$ cat src/rtl/uart_tx_frame_serializer.sv
// UART transmit serializer: start, DATA_WIDTH data bits, optional parity, 1-2 stop bits.
// Define UART_TX_PARITY_EN to build in the PARITY state and the par_typ handling.
module uart_tx_frame_serializer #(
  parameter int unsigned DATA_WIDTH = 8,
  parameter int unsigned MSB_FIRST  = 0,
  parameter int unsigned STOP_BITS  = 1
) (
  input  logic                  CLK,
  input  logic                  RST,
  input  logic                  tick,
  input  logic [DATA_WIDTH-1:0] p_data,
  input  logic                  data_valid,
  input  logic                  par_typ,
  output logic                  tx_out,
  output logic                  busy,
  output logic                  done
);

  localparam int unsigned CW = (DATA_WIDTH > 1) ? $clog2(DATA_WIDTH) : 1;
  localparam logic [CW-1:0] CNT_LAST = CW'(DATA_WIDTH - 1);
  localparam logic STOP_LAST = (STOP_BITS == 2);

  typedef enum logic [2:0] {
    IDLE,
    ARMED,
    START,
    DATA,
`ifdef UART_TX_PARITY_EN
    PARITY,
`endif
    STOP
  } state_t;

  state_t                state, state_next;
  logic [DATA_WIDTH-1:0] shreg, sh_next, shifted;
  logic [CW-1:0]         cnt, cnt_next;
  logic                  stop_cnt, stop_next;
  logic                  first_bit;
  logic                  tx_next, busy_next, done_next;

`ifdef UART_TX_PARITY_EN
  logic par_bit, par_next;
`else
  logic unused_par_typ;
  assign unused_par_typ = par_typ;
`endif

  // The bit about to go on the line always sits at the outgoing end of shreg.
  assign first_bit = (MSB_FIRST != 0) ? shreg[DATA_WIDTH-1] : shreg[0];
  assign shifted   = (MSB_FIRST != 0) ? (shreg << 1) : (shreg >> 1);

  always_ff @(posedge CLK) begin
    if (RST) begin
      state    <= IDLE;
      shreg    <= '0;
      cnt      <= '0;
      stop_cnt <= 1'b0;
`ifdef UART_TX_PARITY_EN
      par_bit  <= 1'b0;
`endif
      tx_out   <= 1'b1;
      busy     <= 1'b0;
      done     <= 1'b0;
    end else begin
      state    <= state_next;
      shreg    <= sh_next;
      cnt      <= cnt_next;
      stop_cnt <= stop_next;
`ifdef UART_TX_PARITY_EN
      par_bit  <= par_next;
`endif
      tx_out   <= tx_next;
      busy     <= busy_next;
      done     <= done_next;
    end
  end

  always_comb begin
    state_next = state;
    sh_next    = shreg;
    cnt_next   = cnt;
    stop_next  = stop_cnt;
`ifdef UART_TX_PARITY_EN
    par_next   = par_bit;
`endif
    case (state)
      IDLE: begin
        if (data_valid) begin
          state_next = ARMED;
          sh_next    = p_data;
          cnt_next   = '0;
          stop_next  = 1'b0;
`ifdef UART_TX_PARITY_EN
          par_next   = (^p_data) ^ par_typ;
`endif
        end
      end
      ARMED: if (tick) state_next = START;
      START: begin
        if (tick) begin
          state_next = DATA;
          sh_next    = shifted;
          cnt_next   = '0;
        end
      end
      DATA: begin
        if (tick) begin
          if (cnt == CNT_LAST) begin
`ifdef UART_TX_PARITY_EN
            state_next = PARITY;
`else
            state_next = STOP;
`endif
            stop_next  = 1'b0;
          end else begin
            cnt_next = cnt + 1'b1;
            sh_next  = shifted;
          end
        end
      end
`ifdef UART_TX_PARITY_EN
      PARITY: if (tick) state_next = STOP;
`endif
      STOP: begin
        if (tick) begin
          if (stop_cnt == STOP_LAST) state_next = IDLE;
          else stop_next = 1'b1;
        end
      end
      default: state_next = IDLE;
    endcase
  end

  always_comb begin
    tx_next   = tx_out;
    done_next = 1'b0;
    busy_next = (state_next != IDLE);
    case (state)
      ARMED: if (tick) tx_next = 1'b0;
      START: if (tick) tx_next = first_bit;
      DATA: begin
        if (tick) begin
          if (cnt == CNT_LAST) begin
`ifdef UART_TX_PARITY_EN
            tx_next = par_bit;
`else
            tx_next = 1'b1;
`endif
          end else begin
            tx_next = first_bit;
          end
        end
      end
`ifdef UART_TX_PARITY_EN
      PARITY: if (tick) tx_next = 1'b1;
`endif
      STOP: begin
        if (tick && (stop_cnt == STOP_LAST)) begin
          tx_next   = 1'b1;
          done_next = 1'b1;
        end
      end
      default: ;
    endcase
  end

endmodule

$ cat config.mk
export PLATFORM = sky130hd
export DESIGN_NAME = uart_tx_frame_serializer
export DESIGN_NICKNAME = d
export VERILOG_FILES = /design/src/rtl/uart_tx_frame_serializer.sv
export SDC_FILE = /design/constraint.sdc
export NUM_CORES = 1
export LEC_CHECK = 0
export BUFFER_PORTS_ARGS = -buffer_cell sky130_fd_sc_hd__buf_2
export CAP_MARGIN = 20
export CORE_ASPECT_RATIO = 0.7
export CORE_MARGIN = 2
export CORE_UTILIZATION = 35
export CTS_BUF_LIST = sky130_fd_sc_hd__clkbuf_16
export DETAILED_ROUTE_END_ITERATION = 16
export SLEW_MARGIN = 20
export SYNTH_ARGS = -nofsm -noshare
export SYNTH_HDL_FRONTEND = slang
export SYNTH_SLANG_ARGS = --single-unit
export TNS_END_PERCENT = 1
$ cat constraint.sdc
create_clock -name CLK -period 1.85 [get_ports CLK]
set_input_delay 0 -clock CLK [delete_from_list [all_inputs] [get_ports CLK]]
set_output_delay 0 -clock CLK [all_outputs]
set_load 0.01 [all_outputs]
==> impl_metrics.ini <==
[outcome]
outcome = finished clean

[timing]
skew_ns = 0.00292
rsz0062_at_grt = false
clock.fmax_mhz = 586
hold_violations = 0
period_minus_slack_ns = 1.71
fin_ws_ns = 0.143
slew_viol_final = 0
final-setup-viol-count = 0
worst_slew_pin_slew_ns = 0.459
setup_tns_ns = 0
post-route-period-util_pct = 92.3
relSlewSlack_pct = 69.0

[die]
num_rows = 15
start_util_pct = 36.0
core-area_um2 = 2420
die_area_um2 = 2910
chipWidth_um = 63.7
io_pins = 16
fp.dieH_um = 45.8

[global_routing]
antenna_found_initial = 0
track_usage_pct = 14.7
grt_overflow_total = 0
grt_max_degree = 17
grt_pass1_vias = 706
grt_pass1_wl_um = 3160

[cells_and_area]
final_cell_mix = 17 x dfxtp_1, 15 x nand2_1, 14 x buf_2
final_nets = 129
final_cell_area_um2 = 1050
final_common_cell = dfxtp_1
num_antenna_cells = 0
layout-drive-gt1-share_pct = 24.8
final_cells = 147
area_delta_synth_final_pct = 20.4

[yosys]
synth-compound-area-share_pct = 25.0
synth_xor_area_share_pct = 0
yosys.area_share.simple_pct = 25.0
synth-seq-cells = 17
syn_area_um2 = 872
async_flop_share_pct = 0
synth_edf_count = 0
synth-main-ff-cell = dfxtp_1
synth_fa_ha_area_share_pct = 2.87
syn_avg_cell_area_um2 = 8.81
synth_top_family_by_area = compound AO/OA/AOI/OAI gates
yosysWarningCount = 0
seq_area_frac_synth_pct = 39.0
synthMuxAreaShare_pct = 2.87
syn_inst = 99
synth.distinct_cells = 32
synth_fp_nets = 114

[hold_path]
hold_path_class = in2reg

[placement]
place_ws_ns = 0.160
dpl_cell_area_um2 = 968
dp.cells = 143
port_buffers = 14
place.gp.congestion = 0.769
dpl.hpwl_um = 1380

[flow_run]
maxCapViolations = 0

[drt]
drtPass1Iterations = 4
drt-initial-drc-count = 19
drc = 0
viasPerCell = 5.59
wl_per_cell_um = 13.6
vias = 821
drtAntennaViolNets = 0
routed_wl_um = 2000

[clock_network]
cts.root.buffer_cell = clkbuf_16
cts_tree = built
clkSlewWorstSetupHoldPaths_ns = 0.05
htree_levels = 1
cts.sinks = 17
clock_path_buffers = 2
cts_made_buffers = 3
clk_latency_ns = 0.25
cts_hold_buf = 0
post_cts_buffers = 0

[pwr]
p_total_uw = 990
sw_frac_of_total_pct = 24.8
clock_power_share_pct = 43.8
irDropWorstVdd_mv = 0.638
p_sw_uw = 246
p_comb_share_pct = 13.9
p_leak_uw = 0.000419
power_frac_seq_pct = 42.3
cellPowerDensity_nw_per_um2 = 943
internal-power_uw = 744

[worst_setup_path]
setup.worst_path.class = reg2reg
startpoint_type = flip-flop
critPathRequiredTime_ns = 1.96
r2r_slack_ns = 0.14
crit_arrival_ns = 1.82
path_max_fanout = 5
worst_setup_path_end_kind = flip-flop
-- flip-flops by register name, summed over array words and instances (netlist names) --
signal / flops
busy: 1
done: 1
cnt: 3
tx_out: 1
state: 3
shreg: 8
-- per-layer routing --
metal  routed length (µm)  global-route usage, %
met3                   75                   6.44
met5                    0                      0
met4                   43                   7.39
met1                 1010                   18.3
met2                  868                   22.1
-- worst paths after layout --
path	from	end	cells after the start
worst max-delay path	cnt[0]$_SDFFE_PP0P_	tx_out$_SDFFE_PP1P_	5
worst max register to register	cnt[0]$_SDFFE_PP0P_	tx_out$_SDFFE_PP1P_	5
worst min register to register	shreg[4]$_SDFFE_PP0P_	shreg[3]$_SDFFE_PP0P_	2
worst min-delay path	p_data[3]	shreg[3]$_SDFFE_PP0P_	3
-- power groups by stage --
stage | registers [µW] | logic [µW] | clock network [µW]
after detailed placement | 425 | 136 | 0
after global placement | 425 | 133 | 0
after CTS | 418 | 136 | 441
after floorplan | 416 | 101 | 0
final | 419 | 137 | 434
after global routing | 422 | 153 | 457
-- cells by family after synthesis --
group | Yosys count
AO/OA/AOI/OAI | 30
AND/OR/NAND/NOR | 39
buffers and inverters | 9
adder cells (fa/ha/maj) | 2
multiplexers | 2
flip-flops | 17
-- through the flow --
stage	utilization, %	hold WS [ns]
4_1_cts	43.3	0.0211
3_5_place_dp	40.0	0.284
6_report	43.4	0.0215
2_1_floorplan	-	0.165
5_1_grt	43.4	0.0283
3_3_place_gp	40.0	0.275
-- cell usage after synthesis, drive strengths merged (2+ instances only) --
cell type | count | area, µm²
nand2 | 15 | 56.3
o21ai | 3 | 18.8
and4 | 2 | 20.0
nor2 | 4 | 15.0
nor4 | 2 | 12.5
or2 | 2 | 12.5
a211oi | 8 | 60.1
ha | 2 | 25.0
a311oi | 7 | 61.3
nor2b | 2 | 12.5
clkbuf | 3 | 11.3
nand2b | 2 | 12.5
inv | 2 | 7.51
dfxtp | 17 | 340
a21oi | 6 | 30.0
o211ai | 3 | 22.5
buf | 4 | 27.5
nand4 | 3 | 18.8
-- critical path, stage by stage (launching register included) --
cell	delay (ns)
dfxtp_1	0.33
ha_1	0.20
ha_1	0.25
a21o_1	0.20
a2111oi_1	0.40
o41ai_1	0.19
-- timing repair --
item	in CTS	in global routing
endpoints found under the setup margin	0	1
endpoints found under the hold margin	0	0
gates resized for setup	0	1
-- layout make-up --
type | count | area (µm²)
Clock buffer | 3 | 75.1
Clock inverter | 1 | 5.00
Fill cell | 235 | 1370
Inverter | 2 | 7.51
Multi-Input combinational cell | 73 | 487
Sequential cell | 17 | 340
Tap cell | 34 | 42.5
Timing Repair Buffer | 17 | 92.6
(Power assumes the default switching activity.)
